File: src/rtl/fc_output_stage.sv
// Fully-connected layer output stage: bias add, rounding requantization, saturation and lane packing.
// Optional build macro FC_OUTPUT_RELU_EN clamps negative results to zero.
module fc_output_stage #(
  parameter int ACC_WIDTH  = 23,
  parameter int OUT_WIDTH  = 8,
  parameter int PACK_NUM   = 4,
  parameter int ADDR_WIDTH = 10
) (
  input  logic                          clk,
  input  logic                          srstn,
  input  logic [ACC_WIDTH-1:0]          acc_in,
  input  logic                          acc_valid,
  input  logic                          acc_last,
  input  logic [OUT_WIDTH-1:0]          bias_in,
  input  logic [3:0]                    shift_amt,
  output logic [PACK_NUM*OUT_WIDTH-1:0] out_data,
  output logic [ADDR_WIDTH-1:0]         out_addr,
  output logic                          out_valid,
  input  logic                          out_ready,
  output logic                          done,
  output logic                          overflow
);

  localparam int SUM_W  = ACC_WIDTH + 1;
  localparam int RND_W  = SUM_W + 1;
  localparam int LANE_W = (PACK_NUM > 1) ? $clog2(PACK_NUM) : 1;
  localparam logic [LANE_W-1:0] LAST_LANE = LANE_W'(PACK_NUM - 1);
  localparam logic signed [RND_W-1:0] SAT_MAX =
    {{(RND_W-OUT_WIDTH+1){1'b0}}, {(OUT_WIDTH-1){1'b1}}};
  localparam logic signed [RND_W-1:0] SAT_MIN =
    {{(RND_W-OUT_WIDTH+1){1'b1}}, {(OUT_WIDTH-1){1'b0}}};

  typedef enum logic [1:0] {S_IDLE, S_HOLD, S_DONE} state_t;

  // Round half up, then arithmetic shift; one guard bit keeps the rounding add from wrapping.
  function automatic logic signed [RND_W-1:0] round_shift(input logic signed [SUM_W-1:0] s,
                                                          input logic [3:0] sh);
    logic signed [RND_W-1:0] ext;
    logic signed [RND_W-1:0] half;
    ext  = {s[SUM_W-1], s};
    half = '0;
    if (sh != 4'd0) half = RND_W'(1) << (sh - 4'd1);
    return (ext + half) >>> sh;
  endfunction

  function automatic logic signed [OUT_WIDTH-1:0] saturate(input logic signed [RND_W-1:0] v);
    if (v > SAT_MAX) return SAT_MAX[OUT_WIDTH-1:0];
`ifdef FC_OUTPUT_RELU_EN
    if (v < 0) return '0;
`else
    if (v < SAT_MIN) return SAT_MIN[OUT_WIDTH-1:0];
`endif
    return v[OUT_WIDTH-1:0];
  endfunction

  logic                        vld_p1, vld_p2;
  logic signed [SUM_W-1:0]     sum_p1;
  logic [3:0]                  shift_p1;
  logic                        last_p1, last_p2;
  logic signed [OUT_WIDTH-1:0] res_p2;

  logic [LANE_W-1:0]             lane;
  logic [PACK_NUM*OUT_WIDTH-1:0] word_buf, word_next;
  logic                          out_last;
  logic                          word_done, hs, load;
  state_t                        state, state_next;

  always_ff @(posedge clk or negedge srstn) begin
    if (!srstn) begin
      vld_p1 <= 1'b0;
      vld_p2 <= 1'b0;
    end else begin
      vld_p1 <= acc_valid;
      vld_p2 <= vld_p1;
    end
  end

  // Stage 1: bias add at full width
  always_ff @(posedge clk) begin
    sum_p1   <= $signed({acc_in[ACC_WIDTH-1], acc_in})
              + $signed({{(SUM_W-OUT_WIDTH){bias_in[OUT_WIDTH-1]}}, bias_in});
    shift_p1 <= shift_amt;
    last_p1  <= acc_last;
  // Stage 2: requantize and saturate
    res_p2   <= saturate(round_shift(sum_p1, shift_p1));
    last_p2  <= last_p1;
  end

  // Lane packing: writing lane 0 clears the rest so a flushed partial word has zero tail lanes
  assign word_done = vld_p2 && ((lane == LAST_LANE) || last_p2);
  assign hs        = out_valid && out_ready;
  assign load      = word_done && (!out_valid || out_ready);

  always_comb begin
    word_next = (lane == '0) ? '0 : word_buf;
    for (int i = 0; i < PACK_NUM; i++) begin
      if (lane == LANE_W'(i)) word_next[(PACK_NUM-1-i)*OUT_WIDTH +: OUT_WIDTH] = res_p2;
    end
  end

  always_ff @(posedge clk) begin
    if (vld_p2) word_buf <= word_next;
  end

  always_ff @(posedge clk or negedge srstn) begin
    if (!srstn) begin
      lane      <= '0;
      out_data  <= '0;
      out_addr  <= '0;
      out_valid <= 1'b0;
      out_last  <= 1'b0;
      overflow  <= 1'b0;
      state     <= S_IDLE;
    end else begin
      state <= state_next;
      if (vld_p2) lane <= word_done ? '0 : lane + LANE_W'(1);
      if (hs) out_addr <= out_last ? '0 : out_addr + ADDR_WIDTH'(1);
      if (load) begin
        out_data  <= word_next;
        out_last  <= last_p2;
        out_valid <= 1'b1;
      end else if (hs) begin
        out_valid <= 1'b0;
      end
      if (word_done && !load) overflow <= 1'b1;
    end
  end

  // Back-to-back last words can hand off while still in DONE, so DONE also watches the handshake.
  always_comb begin
    state_next = state;
    done       = 1'b0;
    case (state)
      S_IDLE: if (load) state_next = S_HOLD;
      S_HOLD: begin
        if (hs) begin
          if (out_last)   state_next = S_DONE;
          else if (!load) state_next = S_IDLE;
        end
      end
      S_DONE: begin
        done = 1'b1;
        if (hs && out_last)                    state_next = S_DONE;
        else if (load || (out_valid && !hs))   state_next = S_HOLD;
        else                                   state_next = S_IDLE;
      end
      default: state_next = S_IDLE;
    endcase
  end

endmodule

File: config.mk
export PLATFORM = sky130hd
export DESIGN_NAME = fc_output_stage
export DESIGN_NICKNAME = d
export VERILOG_FILES = /design/src/rtl/fc_output_stage.sv
export SDC_FILE = /design/constraint.sdc
export NUM_CORES = 1
export LEC_CHECK = 0
export ABC_AREA = 1
export ABC_CLOCK_PERIOD_IN_PS = 3900
export CAP_MARGIN = 40
export CORE_MARGIN = 5
export CORE_UTILIZATION = 58
export DETAILED_ROUTE_END_ITERATION = 7
export PLACE_DENSITY = 0.81
export SLEW_MARGIN = 5
export SYNTH_ARGS = -nofsm -noshare
export SYNTH_HDL_FRONTEND = slang
export SYNTH_SLANG_ARGS = --single-unit
File: constraint.sdc
create_clock -name clk -period 3.9 [get_ports clk]
set_input_delay 0.78 -clock clk [delete_from_list [all_inputs] [get_ports clk]]
set_output_delay 0.78 -clock clk [all_outputs]
set_load 0.02 [all_outputs]
==> impl_metrics.json, run 1 <==
{
  "run_status": "complete, no violations",
  "dp_hpwl_um": 15500,
  "diodes": 0,
  "dr.pass1.iters": 6,
  "area_growth_pct": 20.8,
  "max_freq_mhz": 286,
  "vias": 7821,
  "clk_pin_slew_ps": 60,
  "synth_edf_count": 32,
  "clk_path_buf_depth": 2,
  "grt_pass1_wl_um": 34700,
  "finalHoldViolCount": 0,
  "drt-total-wl_um": 20500,
  "synth_cell_type_count": 47,
  "period_needed_ps": 3500,
  "cp.arrival_ps": 3810,
  "p_leak_uw": 0.00477,
  "via_per_inst": 5.48,
  "placementRows": 43,
  "core_um2": 13800,
  "drive_above_1_share": 0.0721,
  "synthArstFlopShare": 0.421,
  "crit_chain": "clkinv_1 -> buf_4 -> nand3_1 -> nor2_1 -> ha_2 -> nand2_1 -> nand2_1 -> inv_1 -> o21ai_0 -> a21oi_1 -> nand2_1 -> nand2_2 -> nand3_1 -> nand3_1 -> nand3_1 -> nand3_1 -> nand2_1 -> nand3_1 -> nor2_1 -> nand3_1 -> nand2_2 -> nand2_1",
  "utilization": 0.707,
  "ir_drop_v": 0.000284,
  "multiInputGateArea_um2": 4470,
  "whs_path_depth": 0,
  "regArea_um2": 3000,
  "slowest_delay_ps": 420,
  "cts_hold_buf": 0,
  "path_depth": 22,
  "r2r-start": "shift_p1[0]",
  "ys_dominant_reg_cell": "dfrtp_1",
  "ys_seq_elements": 121,
  "clock-sinks": 121,
  "min_period_over_period": 0.897,
  "die_w_um": 128,
  "hold_path_class": "flip-flop to flip-flop",
  "grt_start_max_net_pins": 37,
  "clk_latency_ps": 420,
  "skew_ps": 7.41,
  "fin_nets": 1321,
  "htree_levels": 4,
  "cts_tree": "built",
  "end_kind": "flip-flop",
  "timing.critical_path.mode_cell": "nand3_1",
  "critPathMaxFanout": 25,
  "path_buf_inv": 3,
  "rsz0062_at_grt": "no",
  "ant_nets": 0,
  "synth_nets": 1234,
  "setup.worst_path.class": "flip-flop to flip-flop",
  "ys_warn_count": 0,
  "cp-startpoint": "shift_p1[0]",
  "cts-root-buf": "clkbuf_16",
  "whs_ps": 324,
  "yosysSeqAreaShare": 0.372,
  "crit_required_ps": 4210,
  "io_pins": 85,
  "fp.dieH_um": 128,
  "drc": 0,
  "num-fill-cells": 1158,
  "dr.first_iter.drc_count": 662,
  "drv_slew": 0,
  "reg2reg_depth": 22,
  "routabilityCongestion": 0.960,
  "grt_pass1_vias": 7466,
  "antenna_found_initial": 0,
  "startpoint_type": "flip-flop",
  "tightest_slew_ps": 780,
  "numPortBuffers": 84,
  "setup_viol": 0,
  "die_area_um2": 16400,
  "power_uw": 5440,
  "powerDensity_nw_per_um2": 558,
  "start_util": 0.586,
  "postSynthAreaPerCell_um2": 7.03,
  "maxCapViolCount": 0,
  "synthesis.instances": 1148,
  "hold_start": "last_p1",
  "cp_slowest_cell": "dfxtp_1",
  "numCtsBuffers": 17,
  "globalRoute.totalOverflow": 0,
  "syn-cell-area_um2": 8070,
  "grt_use_total": 0.260,
  "wl_per_cell_um": 14.3,
  "tns_ps": 0,
  "crit_family": "simple AND/OR/NAND/NOR gates",
  "relSlewSlack": 0.480,
  "r2r_slack_ps": 400
}
-- power by group --
part / switching (µW) / internal [µW]
combinational: 1250 / 799
clock: 634 / 902
sequential: 180 / 1680
total: 2060 / 3380
-- cells in the mapped netlist, drive strengths merged (2+ instances only) --
cell    count  area [µm²]
clkbuf     17        63.8
a311oi      2        17.5
dfrtp      51        1280
o21a        2        15.0
nand4      13        81.3
xnor2      12         105
nand2     394        1530
buf        16        78.8
dfxtp      38         761
o211ai      2        15.0
nand3b      4        30.0
o21ai      72         360
a31oi       6        37.5
fa          2        40.0
edfxtp     32         961
o21bai      5        37.5
o221ai      2        17.5
inv       119         447
o31ai       2        15.0
ha         44         551
and2        2        15.0
a21oi      43         219
a21boi      2        15.0
nand3     151         786
mux2i       2        20.0
xor2       17         149
nor3       11        55.1
nor2       73         292
clkinv      4        15.0
-- cell families after synthesis --
family / count (synthesis) / share of synthesized area
AO/OA/AOI/OAI: 142 / 0.0970
multiplexers: 2 / 0.00248
adder cells (fa/ha/maj): 46 / 0.0732
other: 1 / 0.000465
buffers and inverters: 156 / 0.0749
XOR/XNOR: 29 / 0.0315
flip-flops: 121 / 0.372
AND/OR/NAND/NOR: 651 / 0.349
-- registers in the layout (all words and copies together), names as in the netlist, 2 cells and up --
register	cells
lane	2
out_addr	10
out_data	32
res_p2	8
shift_p1	4
state	2
sum_p1	24
word_buf	32
-- cell usage in the layout, fill, tap and decap left out, types with 3 or more instances in the layout --
master and count:
nand2_2 16, nand4_1 13, nand3_2 6, xnor2_1 12, inv_8 4, clkinv_1 4, clkbuf_16 17, o21ai_0 68
buf_4 15, inv_1 116, nand3b_1 4, nand3_1 145, a21oi_1 42, ha_1 43, nor2_1 64, edfxtp_1 32
xor2_1 17, o21bai_1 5, dfxtp_1 38, nand2_1 376, nor3_1 11, o21ai_1 4, dfrtp_1 51, inv_2 3
clkdlybuf4s50_1 83, nor2_2 9, a31oi_1 6, inv_6 5
-- metal layers --
metal,track usage,vias to the layer above,share of wire
met5,0,-,0
met4,0.0674,0,0.016
met3,0.0550,31,0.064
met2,0.428,269,0.48
met1,0.350,3573,0.44
li1,-,3948,-
-- layout make-up --
| type | instances | share of cell area |
|---|---|---|
| Inverter | 123 | 0.0474 |
| Timing Repair Buffer | 101 | 0.103 |
| Tap cell | 180 | 0.0231 |
| Multi-Input combinational cell | 871 | 0.459 |
| Clock inverter | 15 | 0.0161 |
| Clock buffer | 17 | 0.0437 |
| Sequential cell | 121 | 0.308 |
-- final timing paths --
path,end
min in group asynchronous,out_addr[3]
hold / removal,last_p2
setup reg to reg,res_p2[3]
setup / recovery,res_p2[3]
hold reg to reg,last_p2
max in group asynchronous,out_data[13]
-- metrics by stage --
step	instance area (µm²)	instances	worst slack (ps)
after global routing	9740	1428	45.2
after floorplan	8070	1148	455
final	9740	1428	402
after global placement	9100	1394	207
after detailed placement	9150	1396	144
after CTS	9740	1428	399
-- timing repair --
action                     in CTS  in global routing
buffers inserted                0                  0
setup endpoints to repair       0                  7
resized for setup               0                  3
No activity file was read; power rests on OpenSTA's default activity.
==> inputs of run 2 (changes only) <==
CORE_MARGIN = 3   (was 5)
==> impl_metrics.json, run 2 (same netlist as run 1, synthesis figures left out) <==
{
  "drc": 0,
  "tightest_slew_ps": 706,
  "cts_setup_buffers": 0,
  "fin_nets": 1318,
  "dp_hpwl_um": 15400,
  "dr.pass1.iters": 6,
  "relSlewSlack": 0.529,
  "io_pins": 85,
  "diodes": 0,
  "clk_latency_ps": 420,
  "cts_tree": "built",
  "globalRoute.totalOverflow": 0,
  "clock-sinks": 121,
  "clk_path_buf_depth": 2,
  "finalHoldViolCount": 0,
  "maxCapViolCount": 0,
  "start_util": 0.602,
  "run_status": "complete, no violations",
  "setup_viol": 0,
  "min_period_over_period": 0.878,
  "antenna_found_initial": 0,
  "cts-root-buf": "clkbuf_16",
  "period_needed_ps": 3430,
  "via_per_inst": 5.52,
  "final_common_cell": "nand2_1",
  "core_um2": 13400,
  "end_kind": "flip-flop",
  "area_growth_pct": 19.6,
  "numPortBuffers": 84,
  "critPathMaxFanout": 7,
  "drv_slew": 0,
  "cp_slowest_cell": "dfxtp_1",
  "skew_ps": 6.95,
  "final_cell_mix": "nand2_1 (376), nand3_1 (145), inv_1 (116), clkdlybuf4s50_1 (83), o21ai_0 (69)",
  "die_area_um2": 15400,
  "power_uw": 5280,
  "finalNonFillerCells": 1421,
  "crit_required_ps": 4210,
  "setup.worst_path.class": "flip-flop to flip-flop",
  "utilization": 0.720,
  "dr.first_iter.drc_count": 836,
  "grt_pass1_wl_um": 33300,
  "max_freq_mhz": 292,
  "p_leak_uw": 0.00471,
  "rsz0062_at_grt": "no",
  "die_w_um": 124,
  "startpoint_type": "flip-flop",
  "top_regs": "out_data: 32 flops, word_buf: 32 flops, sum_p1: 24 flops",
  "ir_drop_v": 0.000279,
  "grt_pass1_vias": 7172,
  "ant_nets": 0,
  "tns_ps": 0,
  "grt_use_total": 0.272,
  "drive_above_1_share": 0.0659,
  "cp.arrival_ps": 3740,
  "numCtsBuffers": 17,
  "placementRows": 42,
  "dp_cells": 1389,
  "drt-total-wl_um": 20100,
  "clk_pin_slew_ps": 60,
  "vias": 7839,
  "powerDensity_nw_per_um2": 547,
  "dpl_cell_area_um2": 9110,
  "slowest_delay_ps": 370,
  "num-fill-cells": 1100,
  "fin_area_um2": 9640,
  "htree_levels": 4,
  "crit_chain": "clkinv_1 -> nor2_1 -> nand2_1 -> nor2_1 -> ha_1 -> fa_1 -> nand3_1 -> nand3_1 -> nand2_1 -> nand2_2 -> nand2_2 -> nand2_1 -> nand2_2 -> nand3_1 -> nand3_1 -> nand3_1 -> nand2_1 -> nor2_1 -> nand2_1 -> o21ai_0 -> nand3_1 -> nand2_2 -> nand2_1",
  "wl_per_cell_um": 14.2,
  "hold_path_class": "input port to asynchronous set/reset pin",
  "grt_start_max_net_pins": 36,
  "routabilityCongestion": 0.943,
  "fp.dieH_um": 124
}
==> run 2: area by class of cell <==
type / count / area [µm²] / area share
clock buffer: 17 / 425 / 0.0441
clock inverter: 15 / 101 / 0.0105
inverter: 123 / 462 / 0.0479
multi-input combinational: 871 / 4470 / 0.463
sequential: 121 / 3000 / 0.311
tap: 176 / 220 / 0.0228
timing repair buffer: 98 / 972 / 0.101
==> run 2: layer usage <==
metal,part of all wire,track usage
met1,0.44,0.367
met2,0.47,0.447
met3,0.069,0.0477
met4,0.021,0.0869
met5,0,0
==> run 2: per-stage QoR <==
step | worst slack, ps | hold slack, ps
5_1_grt | 1.04 | 359
3_5_place_dp | 151 | 343
3_3_place_gp | 183 | 341
4_1_cts | 472 | 343
2_1_floorplan | 455 | 310
6_report | 475 | 325
==> run 2: timing repair <==
item	CTS	global route
gates resized for setup	0	1
hold buffers	0	0
endpoints found under the setup margin	0	1
==> run 2: path summary, 6_finish.rpt <==
kind | slack [ps] | cells past startpoint | end | startpoint
worst max-delay path | 470 | 23 | res_p2[5] | shift_p1[0]
worst min-delay path | 320 | 1 | out_addr[1] | srstn
worst max register to register | 470 | 23 | res_p2[5] | shift_p1[0]
worst min register to register | 350 | 0 | vld_p2 | vld_p1
max in group asynchronous | 3020 | 2 | out_data[20] | srstn
min in group clk | 350 | 0 | vld_p2 | vld_p1
==> run 2: worst max-delay path: cells and delay by family (launching register included) <==
kind	cells	cell delay [ps]
AND/OR/NAND/NOR	19	2070
AO/OA/AOI/OAI	1	170
flip-flops	1	370
adder cells (fa/ha/maj)	2	540
buffers and inverters	1	130
==> run 2: power breakdown <==
part	leakage [µW]	internal (µW)	switching, µW
Clock	0.000241	805	597
Sequential	0.00130	1680	185
Combinational	0.00317	784	1230
==> inputs of run 3 (changes only) <==
ABC_CLOCK_PERIOD_IN_PS = 4280   (was 3900)
CORE_UTILIZATION = 62   (was 58)
HOLD_SLACK_MARGIN = 0.12   (was default)
PLACE_DENSITY = 0.86   (was 0.81)
clock period = 4.28 ns   (was 3.9 ns; I/O delays follow)
==> impl_metrics.json, run 3 (same netlist as run 1, synthesis figures left out) <==
{
  "post_cts_resized": 0,
  "globalRoute.totalOverflow": 0,
  "ir_drop_v": 0.000279,
  "grt_start_max_net_pins": 37,
  "setup_viol": 0,
  "numCtsBuffers": 17,
  "drc": 0,
  "cts-root-buf": "clkbuf_16",
  "io_pins": 85,
  "timing.critical_path.mode_cell": "nand3_1",
  "clk_latency_ps": 420,
  "cts_hold_buf": 0,
  "period_needed_ps": 3700,
  "maxCapViolCount": 0,
  "fp.dieH_um": 120,
  "ant_nets": 0,
  "diodes": 0,
  "dp_cells": 1384,
  "routabilityCongestion": 0.994,
  "p_leak_uw": 0.00475,
  "min_period_over_period": 0.864,
  "path_buf_inv": 2,
  "hold_path_class": "flip-flop to flip-flop",
  "clk_path_buf_depth": 2,
  "crit_chain": "clkinv_1 -> buf_4 -> nor2_1 -> ha_1 -> nand2_1 -> nor2_2 -> nand3_1 -> nand3_1 -> nand2_1 -> nand2_1 -> nand2_1 -> nand3_1 -> nand3_1 -> nand3_1 -> nand3_1 -> nand2_1 -> nand3_1 -> nor2_1 -> nand3_1 -> nand2_2 -> nand2_1",
  "start_util": 0.637,
  "crit_required_ps": 4580,
  "antenna_found_initial": 0,
  "skew_ps": 11.6,
  "numPortBuffers": 84,
  "setup.worst_path.class": "flip-flop to flip-flop",
  "cts_tree": "built",
  "dr.pass1.iters": 6,
  "place_ws_ps": 458,
  "die_area_um2": 14400,
  "fin_nets": 1317,
  "critPathMaxFanout": 25,
  "powerDensity_nw_per_um2": 521,
  "tightest_slew_ps": 688,
  "relSlewSlack": 0.541,
  "run_status": "complete, no violations",
  "end_kind": "flip-flop",
  "clock-sinks": 121,
  "grt_pass1_wl_um": 35500,
  "cts_setup_buffers": 0,
  "finalNonFillerCells": 1416,
  "die_w_um": 120,
  "finalHoldViolCount": 0,
  "drt-total-wl_um": 21400,
  "startpoint_type": "flip-flop",
  "vias": 8062,
  "final_common_cell": "nand2_1",
  "core_um2": 12700,
  "grt_use_total": 0.305,
  "dr.first_iter.drc_count": 977,
  "setup_ws_ps": 582,
  "grt_pass1_vias": 7506,
  "area_growth_pct": 20.1,
  "final_cell_mix": "nand2_1 (376), nand3_1 (145), inv_1 (116), clkdlybuf4s50_1 (83), o21ai_0 (69)",
  "clk_pin_slew_ps": 50,
  "cp.arrival_ps": 4000,
  "wl_per_cell_um": 15.1,
  "placementRows": 41,
  "drive_above_1_share": 0.0643,
  "tns_ps": 0,
  "slowest_delay_ps": 650,
  "max_freq_mhz": 270,
  "dp_hpwl_um": 15200,
  "rsz0062_at_grt": "no",
  "htree_levels": 4,
  "cp_slowest_cell": "dfxtp_1",
  "via_per_inst": 5.69,
  "whs_ps": 350,
  "crit_family": "simple AND/OR/NAND/NOR gates",
  "drv_slew": 0,
  "top_regs": "out_data: 32 flops, word_buf: 32 flops, sum_p1: 24 flops"
}
-- run 3: changes by cell type in the layout (fill, tap and decap cells not counted) --
cell,previous run,this run
clkinvlp_4,6,2
bufinv_16,0,3
clkbuf_1,0,3
clkinv_1,7,5
buf_12,1,0
buf_4,10,11
buf_6,1,0
clkbuf_8,0,1
inv_6,3,2
-- run 3: power breakdown --
group          switching [µW]  internal, µW  total (µW)
Combinational            1160           712        1870
Clock                     530           931        1460
Sequential                185          1530        1720
Total                    1880          3170        5050
-- run 3: per-stage QoR --
step	util	instance area (µm²)	power (µW)
2_1_floorplan	-	8070	2860
3_3_place_gp	0.715	9060	3460
3_5_place_dp	0.717	9090	3530
4_1_cts	0.764	9680	5030
5_1_grt	0.764	9680	5340
6_report	0.764	9680	5050
-- run 3: cell type report --
class	count	area (µm²)
Timing Repair Buffer	97	948
Inverter	123	462
Tap cell	172	215
Clock buffer	21	450
Sequential cell	121	3000
Multi-Input combinational cell	871	4470
Fill cell	943	2990
Clock inverter	11	145
-- run 3: worst register-to-register path, stage by stage (launching register included) --
cell	delay, ps
dfxtp_1	650
clkinv_1	210
buf_4	270
nor2_1	180
ha_1	250
nand2_1	110
nor2_2	210
nand3_1	150
nand3_1	170
nand2_1	130
nand2_1	100
nand2_1	50
nand3_1	100
nand3_1	130
nand3_1	180
nand3_1	100
nand2_1	100
nand3_1	80
nor2_1	110
nand3_1	90
nand2_2	140
nand2_1	80
-- run 3: routing by layer --
layer,GRT usage,vias to the layer above,routed length [µm]
met4,0.119,0,609
met1,0.389,3655,9000
met2,0.503,424,10100
li1,-,3928,-
met3,0.0712,55,1680
met5,0,-,0
-- run 3: worst paths after layout --
path                        startpoint      endpoint  slack, ps  cells past startpoint
min in group asynchronous        srstn   out_addr[6]        460                      1
setup reg to reg           shift_p1[3]     res_p2[5]        580                     21
hold reg to reg                 vld_p1        vld_p2        350                      0
hold / removal                  vld_p1        vld_p2        350                      0
setup / recovery           shift_p1[3]     res_p2[5]        580                     21
max in group asynchronous        srstn  out_data[12]       3050                      2
